<file path="config.mk">
export PLATFORM = sky130hd
export DESIGN_NAME = module_reconstructor
export DESIGN_NICKNAME = d
export VERILOG_FILES = /design/src/rtl/pkg_divisor.sv /design/src/rtl/module_contador_indice.sv /design/src/rtl/module_reconstructor.sv
export SDC_FILE = /design/constraint.sdc
export NUM_CORES = 1
export LEC_CHECK = 0
export CAP_MARGIN = 20
export CORE_MARGIN = 2
export CORE_UTILIZATION = 35
export DETAILED_ROUTE_END_ITERATION = 8
export SKIP_LAST_GASP = 1
export SLEW_MARGIN = 0
export SYNTH_ARGS = -nofsm -noshare
export SYNTH_HDL_FRONTEND = slang
export SYNTH_SLANG_ARGS = --single-unit
export TNS_END_PERCENT = 30
</file>
<file path="constraint.sdc">
create_clock -name clk -period 2.4 [get_ports clk]
set_clock_uncertainty 0.15 [all_clocks]
set_input_delay 0.36 -clock clk [delete_from_list [all_inputs] [get_ports clk]]
set_output_delay 0.36 -clock clk [all_outputs]
set_load 0.02 [all_outputs]
</file>
<file path="src/rtl/pkg_divisor.sv">
// Shared definitions for the divider / reconstructor pair: default operand width
// and the reconstructor FSM state encoding.
package pkg_divisor;

    localparam int N_DEF = 4;

    typedef enum logic [1:0] {
        IDLE    = 2'd0,
        MUL     = 2'd1,
        ADD_REM = 2'd2,
        DONE    = 2'd3
    } rec_state_t;

endpackage

</file>
<file path="src/rtl/module_contador_indice.sv">
// Modulo-N up-counter that walks the quotient bit index; flags the final
// position (N-1) and wraps back to zero on the following enabled step.
module module_contador_indice
    import pkg_divisor::*;
#(
    parameter int N  = N_DEF,
    parameter int IW = (N > 1) ? $clog2(N) : 1
) (
    input  logic          clk,
    input  logic          rst_n,
    input  logic          clr,
    input  logic          en,
    output logic [IW-1:0] cnt,
    output logic          last
);

    logic [IW-1:0] cnt_q;
    logic [IW-1:0] cnt_d;

    assign last = (cnt_q == IW'(N - 1));
    assign cnt  = cnt_q;

    always_comb begin
        cnt_d = cnt_q;
        if (clr) begin
            cnt_d = '0;
        end else if (en) begin
            cnt_d = last ? '0 : cnt_q + IW'(1);
        end
    end

    always_ff @(posedge clk or negedge rst_n) begin
        if (!rst_n) begin
            cnt_q <= '0;
        end else begin
            cnt_q <= cnt_d;
        end
    end

endmodule

</file>
<file path="src/rtl/module_reconstructor.sv">
// Bit-serial rebuild of the dividend A = Q*B + R: MSB-first shift-add over the
// quotient bits, then one remainder add, with a start/busy/done handshake.
module module_reconstructor
    import pkg_divisor::*;
#(
    parameter int N  = N_DEF,
    parameter int IW = (N > 1) ? $clog2(N) : 1
) (
    input  logic           clk,
    input  logic           rst_n,
    input  logic           start,
    input  logic [N-1:0]   Q,
    input  logic [N-1:0]   B,
    input  logic [N-1:0]   R,
    output logic           busy,
    output logic           done,
    output logic [2*N-1:0] A,
    output logic [IW-1:0]  indice
);

    rec_state_t     state_q, state_d;
    logic [N-1:0]   q_q, q_d;
    logic [N-1:0]   b_q, b_d;
    logic [N-1:0]   r_q, r_d;
    logic [2*N-1:0] acc_q, acc_d;
    logic [2*N-1:0] a_q, a_d;
    logic           done_q, done_d;

    logic           cnt_clr;
    logic           cnt_en;
    logic           cnt_last;
    logic [IW-1:0]  cnt;
    logic [N-1:0]   q_rev;

    module_contador_indice #(
        .N  (N),
        .IW (IW)
    ) u_contador (
        .clk   (clk),
        .rst_n (rst_n),
        .clr   (cnt_clr),
        .en    (cnt_en),
        .cnt   (cnt),
        .last  (cnt_last)
    );

    // Bit-reversed view so index 0 selects Q[N-1], matching the divider's write order.
    always_comb begin
        q_rev = '0;
        for (int i = 0; i < N; i++) begin
            q_rev[i] = q_q[N-1-i];
        end
    end

    always_comb begin
        state_d = state_q;
        q_d     = q_q;
        b_d     = b_q;
        r_d     = r_q;
        acc_d   = acc_q;
        a_d     = a_q;
        done_d  = 1'b0;
        cnt_clr = 1'b0;
        cnt_en  = 1'b0;
        case (state_q)
            IDLE: begin
                if (start) begin
                    q_d     = Q;
                    b_d     = B;
                    r_d     = R;
                    acc_d   = '0;
                    cnt_clr = 1'b1;
                    state_d = MUL;
                end
            end
            MUL: begin
                acc_d  = (acc_q << 1) + (q_rev[cnt] ? {{N{1'b0}}, b_q} : '0);
                cnt_en = 1'b1;
                if (cnt_last) begin
                    state_d = ADD_REM;
                end
            end
            ADD_REM: begin
                acc_d   = acc_q + {{N{1'b0}}, r_q};
                state_d = DONE;
            end
            DONE: begin
                a_d     = acc_q;
                done_d  = 1'b1;
                state_d = IDLE;
            end
            default: begin
                state_d = IDLE;
            end
        endcase
    end

    always_ff @(posedge clk or negedge rst_n) begin
        if (!rst_n) begin
            state_q <= IDLE;
            q_q     <= '0;
            b_q     <= '0;
            r_q     <= '0;
            acc_q   <= '0;
            a_q     <= '0;
            done_q  <= 1'b0;
        end else begin
            state_q <= state_d;
            q_q     <= q_d;
            b_q     <= b_d;
            r_q     <= r_d;
            acc_q   <= acc_d;
            a_q     <= a_d;
            done_q  <= done_d;
        end
    end

    assign busy   = (state_q == MUL) || (state_q == ADD_REM);
    assign done   = done_q;
    assign A      = a_q;
    assign indice = cnt;

endmodule

</file>
==> metrics.txt, run 1 <==
CTS tree=built; clk_lat worst skew=a little under 0.3 ns; area grow syn2layout=26.5%; Placed Instance Area=between 0.002 and 0.0025 mm2; element type at the critical path start=flip-flop; worst path arrival time=between 2 and 2.5 ns; area of the multi-input gates=947 um2; GR peak layer=met2; initial antenna violation count=0; max cap viols=0; CP max stage delay=0.53 ns; fin crit period=2.45 ns; fin nets=about 220; status=finished with violations; number of port buffers=26; failing checks=negative setup slack; cells along the critical path=mux4_2 -> and2_4 -> ha_4 -> fa_2 -> a21o_1 -> nand4_1 -> xnor2_1 -> a32oi_1 -> o21ai_1; P_leak=roughly 1 nW; CTS H-Tree Depth=2; Final WS setup=-0.0537 ns; final WL=3.80 mm; gpl congestion=between 0.8 and 0.9; routed vias/inst=around 5.0; syn nets=186; met1 GRT Util=roughly 18%; # hold bufs at CTS=0; RSZ-0062 raised after global routing=yes; clk buf depth=2; I/O Pins=27; Slew HR=63.6%; register area=827 um2; first-pass GRT wire length=6.56 mm; crit path max-delay cell type=mux4_2; clk sinks=33; Final setup viols=4; Antenna Nets Post-Route=0; Clock Pin Slew Worst Setup and Hold Paths=0.07 ns; sequential share of the synthesized area=45.5%; met2 GRT Util=between 20% and 30%; Initial Util=around 36%; worst hold path class=primary input to asynchronous set/reset pin; # diodes=0; yosys warns=0; GRT met3 Usage=about 3.6%; grt ovf=0; Netlist Area Pre-Place=0.00182 mm2; Crit Path Class=flip-flop to flip-flop; synthesized instance count=between 150 and 200; library cells used by synthesis=37; die height=about 76 um; max-slew violations=0; Die X=76.0 um; final number of hold-violating endpoints=0; CP Max Fanout=4; Design Area, Final=between 0.002 and 0.0025 mm2; Power Density=~1200 mW/mm2; vias in the first global route=between 1,000 and 1,500; Worst EP required=roughly 2.4 ns; worst IR drop on VDD=around 0.64 mV; DIE AREA=approximately 0.0058 mm2; most frequent cells in the layout=dfrtp_1 (32), clkdlybuf4s50_1 (26), mux2_2 (20); # DRC=0; gr usage total=14.4%; post-cts sizing count=0; Core ar.=0.00504 mm2; max frequency=408 MHz; endpoint type of the worst setup path=flip-flop; fill count=~470; FP Rows=26; Vias=between 1,000 and 1,500; First DRT Iteration DRCs=95; WL/cell=14.5 um; synthesized area per cell=11.6 um2; Final Cycle Share=102%; worst-margin pin slew=between 0.5 and 0.6 ns; DP HPWL=~2.8 mm; number of iterations in the first detailed-routing pass=4; largest net degree at the start of global routing=34; share of post-route cells with drive strength above 1=23.3%; leading cell type in the layout, fill and taps excluded=dfrtp_1; flops & latches, synth=33; fin util=45.6%; Root Buffer Master=clkbuf_8; CTS buffer count=5
==> state kept, by name (all words and copies together), names as in the netlist <==
name            flops
A                   8
acc_q               8
b_q                 4
done                1
q_q                 4
r_q                 4
state_q             2
u_contador.cnt      2
==> cell type report <==
cell class / instances / area share (%)
flip-flops and latches: 33 / 36.0
repair buffers: 34 / 13.9
multi-input cells: 109 / 41.2
clock inverters: 2 / 0.435
inverters: 9 / 1.47
well taps: 70 / 3.81
clock buffers: 6 / 3.16
==> kinds of logic after synthesis <==
family	after synthesis	synth area share, %
and+or+nand+nor	24	6.89
DFF	33	45.5
xor gates and xnor gates	8	3.86
muxes	23	14.7
adders and majority gates	15	11.2
AOI/OAI and AO/OA	39	14.6
buffers and inverters	14	3.31
==> synth_stat cells <==
library cell,number,share of area [%]
dfrtp_1,33,45
mux2_2,20,12
ha_1,13,9.0
nand2_1,11,2.3
o21ai_0,11,3.0
inv_1,9,1.9
a21oi_1,6,1.7
a32oi_1,6,2.9
xnor2_1,4,1.9
xor2_1,4,1.9
a21o_1,3,1.2
and2_2,3,1.2
buf_2,3,0.83
o21ai_1,3,0.83
a22oi_1,2,0.83
fa_1,2,2.2
mux2i_1,2,1.1
nand2b_1,2,0.69
a211o_1,1,0.48
a211oi_2,1,0.69
a21boi_0,1,0.41
a41oi_1,1,0.48
and2_1,1,0.34
buf_4,1,0.41
clkbuf_1,1,0.21
mux4_2,1,1.2
nand2b_2,1,0.48
nand3_1,1,0.28
nand4_1,1,0.34
nor2_1,1,0.21
nor3_1,1,0.28
nor3b_1,1,0.41
o2111ai_2,1,0.83
o211ai_1,1,0.41
o21a_1,1,0.41
o21bai_1,1,0.41
or3_1,1,0.34
==> critical path, delay by kind of cell, from the launching register on <==
kind,cells,cell delay (ns)
flops,1,0.37
compound gates,3,0.44
mux,1,0.53
xor+xnor,1,0.08
fa+ha+maj,2,0.49
simple gates,2,0.28
==> metrics by stage <==
stage / total power [mW] / TNS, ns / worst slack, ns / hold WS [ns] / std cells
after global routing: 3.06 / -0.695 / -0.158 / 0.374 / 263
after detailed placement: 2.43 / -0.186 / -0.114 / 0.345 / 254
after floorplan: 1.91 / -0.191 / -0.0982 / -0.0856 / 156
after global placement: 2.38 / -0.0624 / -0.0350 / 0.332 / 254
final: 2.84 / -0.179 / -0.0537 / 0.320 / 263
after CTS: 2.86 / -0.169 / -0.0600 / 0.341 / 263
==> worst paths after layout <==
path                                   start                end  slack, ns  cells past startpoint
setup / recovery           u_contador.cnt[0]           acc_q[7]      -0.05                      9
hold / removal                         rst_n           acc_q[7]       0.32                      2
setup reg to reg           u_contador.cnt[0]           acc_q[7]      -0.05                      9
hold reg to reg                         A[2]               A[2]       0.35                      1
max in group asynchronous              rst_n  u_contador.cnt[0]       1.46                      2
min in group clk                        A[2]               A[2]       0.35                      1
==> report_power, final <==
part / internal, mW / switching (mW)
combinational: 0.722 / 0.767
clock: 0.201 / 0.212
sequential: 0.771 / 0.167
total: 1.69 / 1.15
==> metal layers <==
metal	vias to the layer above	wire [um]
met5	-	0
met4	0	63
met2	32	1790
li1	634	-
met1	649	1780
met3	7	172
==> what timing repair did <==
item,in CTS,in global routing
endpoints found under the setup margin,3,5
pin swaps,2,0
setup buffers,1,0
(Power assumes the default switching activity.)
==> run 2, diff against run 1 <==
RECOVER_POWER = 100   (was not set)
REMOVE_ABC_BUFFERS = 1   (was not set)
==> metrics.txt, run 2 (synthesis results as in run 1) <==
CP max stage delay=0.52 ns (about the same); Final Cycle Share=103% (+0.63 points); Int Power=1.75 mW (+3.2%); status=finished with violations; pre-CTS WS=-0.186 ns (-0.0727 ns); first-pass GRT wire length=6.69 mm (+2.1%); Power Density=1230 mW/mm2 (-0.48%); Design Area, Final=0.00234 mm2 (+1.8%); Top delay family on crit path=multiplexers; number of port buffers=26 (unchanged); I/O Pins=27 (unchanged); cells along the critical path=mux4_2 -> and2_4 -> ha_4 -> fa_2 -> a21o_1 -> nand4_1 -> xnor2_1 -> a32oi_1 -> o21ai_1; share of post-route cells with drive strength above 1=24.2% (+0.91 points); Clock Pin Slew Worst Setup and Hold Paths=0.06 ns (about the same); # hold bufs at CTS=0 (unchanged); Layout Cells excl Fill=264 (+0.38%); endpoint type of the worst setup path=flip-flop; fill count=466 (-1.3%); # DRC=0 (unchanged); Final Power=2.88 mW (+1.3%); area of the multi-input gates=973 um2 (+2.8%); clk buf depth=2 (unchanged); CP Max Fanout=2 (-2); RSZ-0062 raised after global routing=yes; Worst EP required=2.41 ns (about the same); Clock Power Share=14.6% (about the same); Initial Util=36.0% (unchanged); Hold Slack=0.352 ns (+0.0323 ns); clk_lat worst skew=0.28 ns (about the same); leading cell type in the layout, fill and taps excluded=dfrtp_1; die height=76.0 um (unchanged); largest net degree at the start of global routing=34 (unchanged); Root Buffer Master=clkbuf_8; Antenna Nets Post-Route=0 (unchanged); area grow syn2layout=28.8%; vias in the first global route=1,434 (+6.6%); max cap viols=0 (unchanged); max-slew violations=0 (unchanged); Crit Path Class=flip-flop to flip-flop; failing checks=negative setup slack; crit path max-delay cell type=mux4_2; fin nets=224 (+0.90%); initial antenna violation count=0 (unchanged); CTS tree=built; First DRT Iteration DRCs=61 (-36%); worst path arrival time=2.48 ns (about the same); gpl congestion=0.735 (-17%); DP HPWL=2.82 mm (+1.3%); DIE AREA=0.00578 mm2 (unchanged); final number of hold-violating endpoints=0 (unchanged); register area=826 um2 (-0.15%); Sw Ratio=39.2% (-1.1 points); P_leak=1.06 nW (+3.8%); fin crit period=2.47 ns (+0.0151 ns); FP Rows=26 (unchanged); worst hold path class=flip-flop to flip-flop; max frequency=405 MHz (-0.61%); Die X=76.0 um (unchanged); worst IR drop on VDD=0.702 mV (+9.8%); element type at the critical path start=flip-flop; WL/cell=14.1 um (-2.2%); worst-margin pin slew=0.828 ns (+0.283 ns); gr usage total=14.6% (+0.21 points); cell total after placement=257 (+1.2%); Core ar.=0.00504 mm2 (unchanged); Final WS setup=-0.0689 ns (-0.0151 ns); Gate power share=52.8% (+0.4 points); Flop pwr share=32.6% (-0.4 points); most frequent cells in the layout=dfrtp_1 (33), mux2_2 (20), clkdlybuf4s50_1 (14); clk sinks=33 (unchanged); setup TNS=-0.156 ns (+0.0230 ns); final WL=3.73 mm (-1.8%); routed vias/inst=5.04 (+0.22%); grt ovf=0 (unchanged); Placed Instance Area=0.00221 mm2 (+0.23%); CP bufs+invs=0 (unchanged); CTS H-Tree Depth=2 (unchanged); number of iterations in the first detailed-routing pass=4 (unchanged); Final setup viols=3 (-1); CTS buffer count=5 (unchanged); Slew HR=44.8% (-19 points); switching power total=1.13 mW (-1.5%); # diodes=0 (unchanged); Vias=1,330 (+0.61%); fin util=46.4% (+0.82 points)
run 2: power by group through the flow:
stage               combinational [mW]  sequential (mW)  clock, mW
detailed placement                1.48            0.948          0
global placement                  1.44            0.941          0
floorplan                        0.898            0.973          0
CTS                               1.55            0.946      0.435
finish                            1.52            0.939      0.420
global route                      1.69            0.971      0.460
run 2: path summary, 6_finish.rpt:
kind                                        start  endpoint  slack (ns)  depth (start not counted)
max in group asynchronous                   rst_n      A[5]        1.02                          2
worst max register to register  u_contador.cnt[0]  acc_q[7]       -0.07                          9
min in group asynchronous                   rst_n  acc_q[6]        0.55                          2
worst min register to register             b_q[3]    b_q[3]        0.35                          1
worst max-delay path            u_contador.cnt[0]  acc_q[7]       -0.07                          9
worst min-delay path                       b_q[3]    b_q[3]        0.35                          1
run 2: final cells by class:
cell class,instances,area share [%]
clock buffers,7,3.69
inverters,9,1.44
multi-input cells,109,41.6
flip-flops and latches,33,35.3
well taps,70,3.74
repair buffers,36,14.2
run 2: timing repair:
item                                    in CTS  in global routing
pin swaps                                    7                  0
endpoints found under the setup margin       5                  5
buffers inserted                             0                  0
resized for setup                            8                  0
run 2: per-layer routing:
| metal | up-vias | routed length [um] | track usage, % |
|---|---|---|---|
| li1 | 641 | - | - |
| met1 | 655 | 1580 | 17.3 |
| met2 | 28 | 1950 | 26.2 |
| met3 | 6 | 146 | 3.20 |
| met4 | 0 | 57 | 4.91 |
| met5 | - | 0 | 0 |
run 2: worst reg2reg max path: cells and delay by family (launching register included):
kind                       cells  cell delay, ns
AOI/OAI and AO/OA              3            0.47
adders and majority gates      2            0.51
and+or+nand+nor                2            0.26
muxes                          1            0.52
DFF                            1            0.37
xor gates and xnor gates       1            0.07
